[src/rtl/spi_master_ctrl_pkg.sv]
// spi_pkg: shared definitions for the SPI master controller.
//   spi_state_e  - controller FSM states
//   spi_msg_e    - message types; the sequencer maps these to byte_count
//   MAX_BYTES    - largest frame length in bytes
//   frame_bits() - byte_count -> frame length in bits (0 and >8 mean 8 bytes)
package spi_pkg;

    localparam int unsigned MAX_BYTES = 8;

    typedef enum logic [2:0] {
        IDLE,
        SETUP,
        SHIFT_HI,
        SHIFT_LO,
        HOLD,
        GAP
    } spi_state_e;

    typedef enum logic [2:0] {
        NO_BY,
        ONE_BY,
        STD_TWO_BY,
        THREE_BY,
        SIX_BY,
        LONG
    } spi_msg_e;

    // Frame length in bits (8..64) as a 7-bit value.
    function automatic logic [6:0] frame_bits(input logic [3:0] byte_count);
        logic [3:0] n;
        if (byte_count == 4'd0 || byte_count > 4'(MAX_BYTES)) begin
            n = 4'(MAX_BYTES);
        end else begin
            n = byte_count;
        end
        return {n, 3'b000};
    endfunction

endpackage

[src/rtl/spi_master_ctrl_if.sv]
// spi_master_ctrl_if: command-side handshake plus SPI pins of the master.
//   start, tx_data[63:0], byte_count[3:0] - transfer request from sequencer
//   busy, done, rx_data[63:0]              - status / reply to sequencer
//   SCK, CSEL, MOSI                        - pins driven by the master
//   MISO                                   - pin driven by the slave
// Modport master is the controller side; modport slave is the far side.
interface spi_master_ctrl_if;
    import spi_pkg::*;

    logic        start;
    logic [63:0] tx_data;
    logic [3:0]  byte_count;
    logic        busy;
    logic        done;
    logic [63:0] rx_data;
    logic        SCK;
    logic        CSEL;
    logic        MOSI;
    logic        MISO;

    modport master (
        input  start, tx_data, byte_count, MISO,
        output busy, done, rx_data, SCK, CSEL, MOSI
    );

    modport slave (
        output start, tx_data, byte_count, MISO,
        input  busy, done, rx_data, SCK, CSEL, MOSI
    );

endinterface

[src/rtl/spi_master_ctrl_sck_tick.sv]
// spi_sck_tick: half-period counter for SCK generation.
//   CLK, RST  - system clock, synchronous active-high reset
//   en_i      - count while high
//   clr_i     - force count to 0 (has priority over en_i)
//   tick_o    - high in the cycle the count sits at CLK_DIV-1 while enabled;
//               the counter wraps to 0 on that cycle
module spi_sck_tick #(
    parameter int unsigned CLK_DIV = 4
) (
    input  logic CLK,
    input  logic RST,
    input  logic en_i,
    input  logic clr_i,
    output logic tick_o
);

    localparam logic [7:0] TERM = 8'(CLK_DIV - 1);

    logic [7:0] cnt_q, cnt_d;

    assign tick_o = en_i && (cnt_q == TERM);

    always_comb begin
        cnt_d = cnt_q;
        if (clr_i) begin
            cnt_d = '0;
        end else if (en_i) begin
            cnt_d = tick_o ? '0 : cnt_q + 8'd1;
        end
    end

    always_ff @(posedge CLK) begin
        if (RST) begin
            cnt_q <= '0;
        end else begin
            cnt_q <= cnt_d;
        end
    end

endmodule

[src/rtl/spi_master_ctrl.sv]
// spi_master_ctrl: SPI master, 1..8 byte frames, MSB first, SCK idle low.
// MOSI changes on SCK rise, MISO is sampled on SCK fall.
//   CLK, RST - system clock, synchronous active-high reset
//   bus      - spi_master_ctrl_if.master (handshake + SPI pins)
//   CLK_DIV  - SCK half-period in CLK cycles (4..255)
// Build option: define SPI_MASTER_LOOPBACK_EN to capture the internal MOSI
// instead of the MISO pin (rx_data then equals tx_data masked to 8N bits).
module spi_master_ctrl
    import spi_pkg::*;
#(
    parameter int unsigned CLK_DIV = 4
) (
    input  logic                  CLK,
    input  logic                  RST,
    spi_master_ctrl_if.master     bus
);

    spi_state_e  state_q, state_d;
    logic [63:0] tx_q, tx_d;
    logic [63:0] rx_sh_q, rx_sh_d;
    logic [63:0] rx_q, rx_d;
    logic [5:0]  bit_q, bit_d;
    logic        sck_q, sck_d;
    logic        csel_q, csel_d;
    logic        mosi_q, mosi_d;
    logic        busy_q, busy_d;
    logic        done_q, done_d;
    // Set for the single IDLE cycle after GAP so a start there is dropped.
    logic        cool_q, cool_d;

    logic        tick;
    logic        rx_bit;
    logic [6:0]  nbits;
    logic [5:0]  bit_first;

    spi_sck_tick #(
        .CLK_DIV (CLK_DIV)
    ) u_sck_tick (
        .CLK    (CLK),
        .RST    (RST),
        .en_i   (state_q != IDLE),
        .clr_i  (state_q == IDLE),
        .tick_o (tick)
    );

`ifdef SPI_MASTER_LOOPBACK_EN
    logic unused_miso;
    assign unused_miso = bus.MISO;
    assign rx_bit      = mosi_q;
`else
    assign rx_bit      = bus.MISO;
`endif

    assign nbits     = frame_bits(bus.byte_count);
    assign bit_first = 6'(nbits - 7'd1);

    always_comb begin
        state_d = state_q;
        tx_d    = tx_q;
        rx_sh_d = rx_sh_q;
        rx_d    = rx_q;
        bit_d   = bit_q;
        sck_d   = sck_q;
        csel_d  = csel_q;
        mosi_d  = mosi_q;
        busy_d  = busy_q;
        done_d  = 1'b0;
        cool_d  = 1'b0;

        case (state_q)
            IDLE: begin
                if (bus.start && !cool_q) begin
                    state_d = SETUP;
                    tx_d    = bus.tx_data;
                    rx_sh_d = '0;
                    bit_d   = bit_first;
                    mosi_d  = bus.tx_data[bit_first];
                    csel_d  = 1'b0;
                    busy_d  = 1'b1;
                end
            end
            SETUP: begin
                if (tick) begin
                    state_d = SHIFT_HI;
                    sck_d   = 1'b1;
                end
            end
            SHIFT_HI: begin
                // Falling edge: capture the bit the slave launched on the rise.
                if (tick) begin
                    state_d = SHIFT_LO;
                    sck_d   = 1'b0;
                    rx_sh_d = {rx_sh_q[62:0], rx_bit};
                end
            end
            SHIFT_LO: begin
                if (tick) begin
                    if (bit_q == 6'd0) begin
                        state_d = HOLD;
                    end else begin
                        // Rising edge of a later bit: advance to the next MOSI bit.
                        state_d = SHIFT_HI;
                        sck_d   = 1'b1;
                        bit_d   = bit_q - 6'd1;
                        mosi_d  = tx_q[bit_q - 6'd1];
                    end
                end
            end
            HOLD: begin
                if (tick) begin
                    state_d = GAP;
                    csel_d  = 1'b1;
                    mosi_d  = 1'b0;
                    rx_d    = rx_sh_q;
                    done_d  = 1'b1;
                end
            end
            GAP: begin
                if (tick) begin
                    state_d = IDLE;
                    busy_d  = 1'b0;
                    cool_d  = 1'b1;
                end
            end
            default: begin
                state_d = IDLE;
            end
        endcase
    end

    always_ff @(posedge CLK) begin
        if (RST) begin
            state_q <= IDLE;
            tx_q    <= '0;
            rx_sh_q <= '0;
            rx_q    <= '0;
            bit_q   <= '0;
            sck_q   <= 1'b0;
            csel_q  <= 1'b1;
            mosi_q  <= 1'b0;
            busy_q  <= 1'b0;
            done_q  <= 1'b0;
            cool_q  <= 1'b0;
        end else begin
            state_q <= state_d;
            tx_q    <= tx_d;
            rx_sh_q <= rx_sh_d;
            rx_q    <= rx_d;
            bit_q   <= bit_d;
            sck_q   <= sck_d;
            csel_q  <= csel_d;
            mosi_q  <= mosi_d;
            busy_q  <= busy_d;
            done_q  <= done_d;
            cool_q  <= cool_d;
        end
    end

    assign bus.SCK     = sck_q;
    assign bus.CSEL    = csel_q;
    assign bus.MOSI    = mosi_q;
    assign bus.busy    = busy_q;
    assign bus.done    = done_q;
    assign bus.rx_data = rx_q;

endmodule

[src/flat_wrapper.sv]
// flat-port wrapper written by rule: the top's interface ports become plain ports
module spi_master_ctrl_flat import spi_pkg::*;
#(
    parameter int unsigned CLK_DIV = 4
)
  (CLK, RST, bus_start, bus_tx_data, bus_byte_count, bus_MISO, bus_busy, bus_done, bus_rx_data, bus_SCK, bus_CSEL, bus_MOSI);
  spi_master_ctrl_if bus_i ();
  input  logic CLK;
  input  logic RST;
  input wire logic [$bits(bus_i.start)-1:0] bus_start;
  input wire logic [$bits(bus_i.tx_data)-1:0] bus_tx_data;
  input wire logic [$bits(bus_i.byte_count)-1:0] bus_byte_count;
  input wire logic [$bits(bus_i.MISO)-1:0] bus_MISO;
  output wire logic [$bits(bus_i.busy)-1:0] bus_busy;
  output wire logic [$bits(bus_i.done)-1:0] bus_done;
  output wire logic [$bits(bus_i.rx_data)-1:0] bus_rx_data;
  output wire logic [$bits(bus_i.SCK)-1:0] bus_SCK;
  output wire logic [$bits(bus_i.CSEL)-1:0] bus_CSEL;
  output wire logic [$bits(bus_i.MOSI)-1:0] bus_MOSI;
  assign bus_i.start = bus_start;
  assign bus_i.tx_data = bus_tx_data;
  assign bus_i.byte_count = bus_byte_count;
  assign bus_i.MISO = bus_MISO;
  assign bus_busy = bus_i.busy;
  assign bus_done = bus_i.done;
  assign bus_rx_data = bus_i.rx_data;
  assign bus_SCK = bus_i.SCK;
  assign bus_CSEL = bus_i.CSEL;
  assign bus_MOSI = bus_i.MOSI;
  spi_master_ctrl #(.CLK_DIV(CLK_DIV)) u_core (.CLK(CLK), .RST(RST), .bus(bus_i));
endmodule
[config.mk]
export PLATFORM = sky130hd
export DESIGN_NAME = spi_master_ctrl_flat
export DESIGN_NICKNAME = d
export VERILOG_FILES = /design/src/rtl/spi_master_ctrl_pkg.sv /design/src/rtl/spi_master_ctrl_if.sv /design/src/rtl/spi_master_ctrl_sck_tick.sv /design/src/rtl/spi_master_ctrl.sv /design/src/flat_wrapper.sv
export SDC_FILE = /design/constraint.sdc
export NUM_CORES = 1
export LEC_CHECK = 0
export ABC_CLOCK_PERIOD_IN_PS = 4280
export BUFFER_PORTS_ARGS = -buffer_cell sky130_fd_sc_hd__buf_2
export CAP_MARGIN = 0
export CORE_MARGIN = 3
export CORE_UTILIZATION = 60
export DETAILED_ROUTE_END_ITERATION = 16
export PLACE_DENSITY = 0.89
export SLEW_MARGIN = 5
export SYNTH_ARGS = -nofsm -noshare
export SYNTH_HDL_FRONTEND = slang
export SYNTH_SLANG_ARGS = --single-unit
[constraint.sdc]
create_clock -name CLK -period 4.28 [get_ports CLK]
set_clock_uncertainty 0.05 [all_clocks]
set_input_delay 0.642 -clock CLK [delete_from_list [all_inputs] [get_ports CLK]]
set_output_delay 0.642 -clock CLK [all_outputs]
set_load 0.02 [all_outputs]
==> results.md, run 1 <==
Status:
- The flow ran to the end, and the final reports show no timing, DRC or antenna violations.

Logic synthesis:
- Among all flip-flop cells after synthesis, the most frequent one is sky130_fd_sc_hd__dfxtp_1.
- Synthesis produced a netlist whose cell count is between 1000 and 1500.
- The total number of yosys warnings is 0.
- Each instance of the synthesized netlist takes up on average 8.29 um2.
- Among all cell types in the netlist, the one instantiated most often is sky130_fd_sc_hd__nand2_1.
- By area the synthesized netlist is led by sky130_fd_sc_hd__dfxtp_1 (50%), sky130_fd_sc_hd__nand2_1 (14%), sky130_fd_sc_hd__a21oi_1 (12%), sky130_fd_sc_hd__nand3_1 (4.0%), sky130_fd_sc_hd__mux4_1 (3.6%).
- The synthesized design contains approximately 220 register bits.
- The sequential area share after synthesis is approximately half.
- Of all cell types, the one taking the most synthesized area is sky130_fd_sc_hd__dfxtp_1.
- When the netlist entered floorplanning its net count stood at 1119.
- Yosys mapped a number of flops with a built-in enable equal to 0.
- The number of different library cells used by synthesis comes to 60.
- The cell area after technology mapping is 0.00866 mm2.
- For this run, asynchronously set or reset flops after synthesis account for 0%.
- The synthesized design devotes to its leading area cell type 49.7% of total area.
- The commonest cells after synthesis are sky130_fd_sc_hd__nand2_1 (334), sky130_fd_sc_hd__dfxtp_1 (215), sky130_fd_sc_hd__a21oi_1 (200), sky130_fd_sc_hd__nand3_1 (69), sky130_fd_sc_hd__clkbuf_1 (66).

Drt:
- The number of nets with antenna violations after detailed routing is 0.
- The DRC violation total after the first TritonRoute iteration is 667.
- Summed over all layers, the routed wires come to 20000 um.
- Using the TritonRoute via totals, the vias-per-cell ratio works out to between 5 and 6.
- The post-detailed-route DRC marker count is 0.
- The first TritonRoute pass finished after 5 iterations.
- The average wire length per cell after detail routing is 15.0 um.
- For this block, the via count after detailed routing is 7631.

Die:
- The area enclosed by the die boundary is 0.0159 mm2.
- The die is 126 um wide.
- The die extent in y is about 130 um.
- In this run the standard cell core region covers 0.0140 mm2.
- Once the floorplan was initialized, standard cells occupied 61.9% of the core.
- The total I/O pin count is 141.
- In this run the core area contains 43 standard-cell rows.

Power:
- The internal power consumption is approximately 3.4 mW.
- The worst-case IR drop observed on VDD is 0.346 mV.
- Per report_power, the sequential group accounts for between 40 and 50% of the total.
- The analysis attributes to cell leakage a power of 3.85 nW.
- The analysis attributes to net switching a power of just over 1 mW.
- In this run, the combinational gates consume 7.5% of the power.
- In this run the power density over the cells is 440 mW/mm2.
- The completed layout was analyzed and its total power is 4.44 mW.
- In this run, the clock network consumes about 46% of the power.
- The switching share of total power is a little under a quarter.

Timing:
- The clock period could shrink to 2980 ps.
- The setup slack of the critical path after layout is ~1300 ps.
- The maximum operating frequency is 335 MHz.
- The max-slew headroom at the worst pin is 51.1%.
- Setup repair after global routing left no endpoint under its margin.
- The minimum hold slack is ~330 ps.
- For the pin with the worst max-slew slack, the measured transition is between 700 and 800 ps.
- The count of final hold-check violations is 0.
- The final critical path takes up roughly 70% of the cycle.
- The max-slew violation count is 0.
- The count of endpoints failing setup in the final report is 0.
- In the final timing run, aggregate negative setup slack is 0 ps.

Place:
- The placed wire-length estimate after detailed placement is 12100 um.
- The post-placement cell area is between 0.009 and 0.01 mm2.
- The global placement routability congestion is 0.839.
- The placement-stage worst setup slack is between 1000 and 1500 ps.
- The number of instances in the placed design is 1290.
- During placement, the flow inserted port buffers numbering 140.

Clock tree:
- Clock-pin slew was measured on the worst setup and hold paths at 60 ps.
- Buffers added to address setup during post-CTS repair amount to 0.
- The TritonCTS clock tree is built.
- The hold-fix buffer count after cts is 0.
- The number of H-tree levels is 1.
- In this run the clock root is driven by a sky130_fd_sc_hd__clkbuf_16.
- The TritonCTS sink count is 215.
- The number of clock buffers added by TritonCTS is 22.
- The worst-skew pair later-pin latency is 490 ps.
- The number of gates resized after CTS is 0.
- The largest buffer count on any clock path is 3.

Final layout:
- The fraction of final layout cells sized beyond drive strength 1 is approximately a fifth.
- The cell area after layout is 0.0101 mm2.
- For this run, the post-layout net count is 1209.
- The non-filler instance count after layout is 1330.
- The register area is roughly 0.0043 mm2.
- At the end of the flow the core is filled with cells to 72.0%.
- The area growth from synthesis to layout is 16.4%.
- The multi-input combinational cells in the finished layout cover a total of a little under 0.004 mm2.
- The repair_antennas step left the layout with diodes totalling 0.
- The number of filler cells placed in the layout is 1030.

Run:
- The number of max-cap violations is 0.

Critical path:
- For the worst setup path, the data required time is around 4600 ps.
- The critical path is of the reg -> reg type.
- The critical path launch point type is a flip-flop.
- The reg-to-reg setup timing slack is 1300 ps.
- The data arrival time of the critical path is 3280 ps.
- The worst setup path is captured at a flip-flop.
- Along the worst path, the maximum fanout reaches 22.

GRT:
- The number of antenna violations at the first check in global routing is 0.
- The via count of the first global-routing pass is 6947.
- The global-route usage over all layers is 24.1%.
- Global routing finished with a remaining overflow of 0.
- The pin count of the biggest net entering global routing is 102.
- The first-pass GRT wire length is 32900 um.

Min path:
- The tightest min-delay check is of the in -> reg type.
==> metal layers <==
layer / share of wire (%) / routed length, um / track usage (%) / up-vias
met1: 42 / 8430 / 33.0 / 3601
met4: 2.6 / 510 / 7.57 / 0
li1: - / - / - / 3700
met2: 48 / 9670 / 39.8 / 285
met3: 6.8 / 1350 / 3.69 / 45
met5: 0 / 0 / 0 / -
==> path summary, 6_finish.rpt <==
kind	from	endpoint	cells past startpoint
min	bus_tx_data[26]	u_core.tx_q[26]	3
max reg2reg	u_core.bit_q[0]	u_core.bus.MOSI	8
min reg2reg	u_core.bus.rx_data[22]	u_core.bus.rx_data[22]	2
max	u_core.bit_q[0]	u_core.bus.MOSI	8
==> area by class of cell <==
cell class,count,share of cell area (%)
Sequential cell,215,42.7
Inverter,3,0.112
Clock inverter,9,1.28
Clock buffer,31,6.51
Multi-Input combinational cell,742,39.4
Timing Repair Buffer,150,7.76
Tap cell,180,2.24
==> power groups by stage <==
stage	clock [mW]	combinational (mW)	sequential (mW)
2_1_floorplan	0	0.254	2.11
4_1_cts	2.04	0.331	2.08
6_report	2.02	0.333	2.08
3_3_place_gp	0	0.316	2.12
3_5_place_dp	0	0.325	2.12
5_1_grt	2.11	0.364	2.08
==> worst max-delay path: stages, from the launching register on <==
cell and delay (ps):
sky130_fd_sc_hd__dfxtp_1 330, sky130_fd_sc_hd__buf_4 320, sky130_fd_sc_hd__inv_1 80, sky130_fd_sc_hd__ha_1 730, sky130_fd_sc_hd__mux4_1 620, sky130_fd_sc_hd__and3_2 220
sky130_fd_sc_hd__nor4_1 230, sky130_fd_sc_hd__a221o_1 200, sky130_fd_sc_hd__a211oi_2 60
==> cells by family after synthesis <==
family          count (synthesis)  share of synthesized area, %
mux                            30                          6.49
flops                         215                          49.7
buf+inv                        87                          4.83
compound gates                223                          13.7
fa+ha+maj                       3                         0.434
simple gates                  475                          23.6
xor+xnor                       11                          1.20
==> sequential cells by signal (all words and copies together), names as in the netlist <==
signal,cells
u_core.bus.busy,1
u_core.u_sck_tick.cnt_q,8
u_core.tx_q,64
u_core.bus.rx_data,64
u_core.bus.SCK,1
u_core.bus.CSEL,1
u_core.state_q,3
u_core.bus.MOSI,1
u_core.bit_q,6
u_core.rx_sh_q,64
u_core.cool_q,1
u_core.bus.done,1
==> layout by cell type (no fill, tap or decap), drive strengths merged, types with 4 or more instances in the layout <==
master / instances
a21oi: 200
buf: 150
clkbuf: 31
dfxtp: 215
inv: 4
mux2i: 10
mux4: 17
nand2: 334
nand2b: 4
nand3: 69
nor2: 25
nor3: 11
nor3b: 5
o21ai: 7
or3: 4
xnor2: 4
xor2: 7
Power figures use the tool's default switching activity.
==> inputs of run 2 (changes only) <==
ABC_AREA = 1   (was unset)
ABC_CLOCK_PERIOD_IN_PS = 3100   (was 4280)
CORE_UTILIZATION = 56   (was 60)
PLACE_DENSITY = 0.84   (was 0.89)
clock period = 3.1 ns   (was 4.28 ns; I/O delays follow)
==> results.md, run 2 <==
Die:
- The die extent in y came to 130 um (+2.8%).
- The effective utilization at floorplan is 58.0% (-3.9 points).
- The area enclosed by the die boundary is 0.0168 mm2 (+5.6%).
- The area inside the core boundary came to 0.0148 mm2 (+5.5%).
- The total I/O pin count is 141 (unchanged).
- The site row count is 44 (+2.3%).
- The width of the die came to 130 um (+2.8%).

Clock tree:
- The number of buffers created by CTS is 21 (-4.5%).
- The largest buffer count on any clock path is 3 (unchanged).
- The number of gates resized after CTS is 0 (unchanged).
- The TritonCTS sink count was 215 (unchanged).
- The number of buffers inserted by post-CTS setup repair is 0 (unchanged).
- The worst-skew pair later-pin latency was 490 ps (about the same).
- The CTS root buffer is sky130_fd_sc_hd__clkbuf_16.
- The number of H-tree levels is 1 (unchanged).
- The clock transition at the registers of the reported paths is 60 ps (about the same).
- The hold-fix buffer count after cts is 0 (unchanged).
- TritonCTS built the clock tree.

Final layout:
- The final cell utilization of the core is 67.1% (-4.9 points).
- Leaving out fill and tap cells, the most frequent cells in the layout are sky130_fd_sc_hd__nor2_1 (320), sky130_fd_sc_hd__dfxtp_1 (215), sky130_fd_sc_hd__o21ai_0 (194).
- From synthesis to final layout, the design area changed by 15.7%.
- The net count reported at finish was 1331 (+10%).
- The fraction of final layout cells sized beyond drive strength 1 is 15.7% (-3.5 points).
- The number of filler cells placed in the layout was 1266 (+23%).
- The antenna cell count is 0 (unchanged).
- The leading cell type in the layout, fill and taps excluded is sky130_fd_sc_hd__nor2_1.

Timing:
- The max-slew violation count is 0 (unchanged).
- The maximum operating frequency is 440 MHz (+31%).
- Setup repair after global routing left no endpoint under its margin.
- The max-slew headroom at the worst pin is 36.7% (-14 points).
- The final worst-path cycle share is 73.4% (+3.6 points).
- The count of endpoints failing setup in the final report came to 0 (unchanged).
- The final-layout setup total negative slack is 0 ps (unchanged).
- The post-layout minimum cycle time is 2270 ps (-710 ps).
- The count of final hold-check violations is 0 (unchanged).
- The transition at the pin with the smallest max-transition slack is 950 ps (+216 ps).

Logic synthesis:
- The number of synthesized register bits is 215 (unchanged).
- The mean instance size in the synthesized netlist came to 7.38 um2 (-11%).
- After synthesis, the cell types taking the most area are sky130_fd_sc_hd__dfxtp_1 (50%), sky130_fd_sc_hd__nor2_1 (14%), sky130_fd_sc_hd__o21ai_0 (11%), sky130_fd_sc_hd__a21oi_1 (5.1%), sky130_fd_sc_hd__nand3_1 (4.2%).
- The number of distinct library cells after synthesis is 35 (-42%).
- The most common cell in the synthesized netlist is sky130_fd_sc_hd__nor2_1.
- The sequential area share after synthesis was 50.3% (+0.57 points).
- The share of the synthesized area in the top cell type came to 50.3% (+0.57 points).
- The post-synthesis net count is 1235 (+10%).
- By count the netlist is led by sky130_fd_sc_hd__nor2_1 (321), sky130_fd_sc_hd__dfxtp_1 (215), sky130_fd_sc_hd__o21ai_0 (194), sky130_fd_sc_hd__a21oi_1 (88), sky130_fd_sc_hd__nand2_1 (84).
- The instance count of the mapped netlist is 1160 (+11%).
- The cell area after technology mapping came to 0.00856 mm2 (-1.1%).
- The share of synthesized registers carrying an async set or reset is 0% (unchanged).
- The number of enable-type register cells in the synthesized netlist is 0 (unchanged).
- The cell type with the largest total area after synthesis is sky130_fd_sc_hd__dfxtp_1.
- The total number of yosys warnings came to 0 (unchanged).
- In the synthesized netlist the dominant register cell turns out to be sky130_fd_sc_hd__dfxtp_1.

Critical path:
- On the critical path the largest part of the delay comes from buffers and inverters.
- The critical path launch point type is a flip-flop.
- The worst setup path is captured at a flip-flop.
- The slowest cell on the critical path is sky130_fd_sc_hd__inv_2.
- The reg-to-reg setup timing slack came to 830 ps (-470 ps).
- The largest stage delay on the critical path came to 660 ps (-70 ps).
- The kind of critical path is reg -> reg.
- The number of buffer and inverter stages on the critical path is 2 (unchanged).
- Tracing the worst setup path back leads to its startpoint at u_core.u_sck_tick.cnt_q[0].
- The worst path required time is 3480 ps (-1100 ps).
- The largest fanout on the critical path was 64 (+190%).
- In this run the critical register-to-register path is launched from u_core.u_sck_tick.cnt_q[0].
- Traced cell by cell, the critical path runs through ha_1, inv_1, nor3_1, and3_1, a21oi_4, inv_2, o21ai_0, nor2_1.
- The data arrival time of the critical path came to 2650 ps (-630 ps).

Drt:
- The average wire length per cell after detail routing is 13.8 um (-8.1%).
- The number of nets with antenna violations after detailed routing is 0 (unchanged).
- The post-detailed-route DRC marker count is 0 (unchanged).
- The DRC violation total after the first TritonRoute iteration was 577 (-13%).
- The total number of vias was 7838 (+2.7%).
- The detailed-routing iteration count for the pre-antenna-repair pass is 5 (unchanged).
- The post-detailed-route via-to-cell ratio is 5.39 (-6.0%).
- The aggregate routed wire length is 20100 um (+0.52%).

Place:
- The placed wire-length estimate after detailed placement came to 12600 um (+4.3%).
- The global placement routability congestion is 0.874 (+4.2%).
- The number of I/O port buffers is 140 (unchanged).

Power:
- The total power draw is 8.63 mW (+95%).
- The leakage power summed over all cells is 4.65 nW (+21%).
- The power per cell area is 872 mW/mm2 (+98%).
- The peak ir drop on the vdd network is 0.471 mV (+36%).

Min path:
- The class of the tightest hold or removal check is in -> reg.
- The startpoint of the lowest-slack hold path is bus_MISO.

Status:
- The flow ran to the end, and the final reports show no timing, DRC or antenna violations.

GRT:
- The global-route usage over all layers came to 22.7% (-1.4 points).
- The pin count of the biggest net entering global routing is 86 (-16%).
- The number of antenna violations at the first check in global routing was 0 (unchanged).
- The first-pass GRT wire length was 32300 um (-1.9%).
- The total overflow reported by the global router is 0 (unchanged).
- The via count of the first global-routing pass is 7023 (+1.1%).

Run:
- The number of max-cap violations is 0 (unchanged).
run 2: final timing paths:
path         cells past startpoint                          to
min reg2reg                      1  u_core.u_sck_tick.cnt_q[0]
max                              8          u_core.rx_sh_q[29]
min                              3           u_core.rx_sh_q[0]
max reg2reg                      8          u_core.rx_sh_q[29]
run 2: cells by family after synthesis:
| logic type | count (synthesis) | synth area share (%) |
|---|---|---|
| AOI/OAI and AO/OA | 306 | 18.1 |
| adders and majority gates | 3 | 0.439 |
| DFF | 215 | 50.3 |
| buffers and inverters | 129 | 6.71 |
| xor gates and xnor gates | 5 | 0.512 |
| and+or+nand+nor | 502 | 23.9 |
run 2: final cells by class:
cell class,instances,area (um2),area share [%]
clock buffer,32,617,6.23
clock inverter,5,53.8,0.543
multi-input combinational,816,3700,37.4
sequential,215,4300,43.5
timing repair buffer,153,811,8.19
tap,184,230,2.32
inverter,49,186,1.88
run 2: where the power goes:
| part | internal, mW | total (mW) | leakage (nW) | switching (mW) |
|---|---|---|---|---|
| Clock | 1.45 | 2.48 | 0.332 | 1.02 |
| Combinational | 0.851 | 2.52 | 2.56 | 1.67 |
| Sequential | 3.29 | 3.64 | 1.76 | 0.349 |
run 2: routing by layer:
metal	vias to the layer above	wire length (um)	track usage, %	part of all wire [%]
met2	231	9540	38.8	48
met5	-	0	0	0
met3	40	1120	3.42	5.6
li1	4004	-	-	-
met1	3563	8890	29.9	44
met4	0	506	6.85	2.5
run 2: per-stage QoR:
stage               setup slack [ps]  area, um2  cells  hold slack (ps)
floorplan                        995       8560   1160              368
global placement                 784       9230   1417              381
detailed placement               760       9230   1417              389
CTS                              846       9900   1454              153
global route                     585       9900   1454              160
finish                           826       9900   1454              173
run 2: tightest hold or removal path, cell delays in order:
cell,delay (ps)
sky130_fd_sc_hd__buf_2,80
sky130_fd_sc_hd__a21oi_1,50
sky130_fd_sc_hd__nor2_1,90
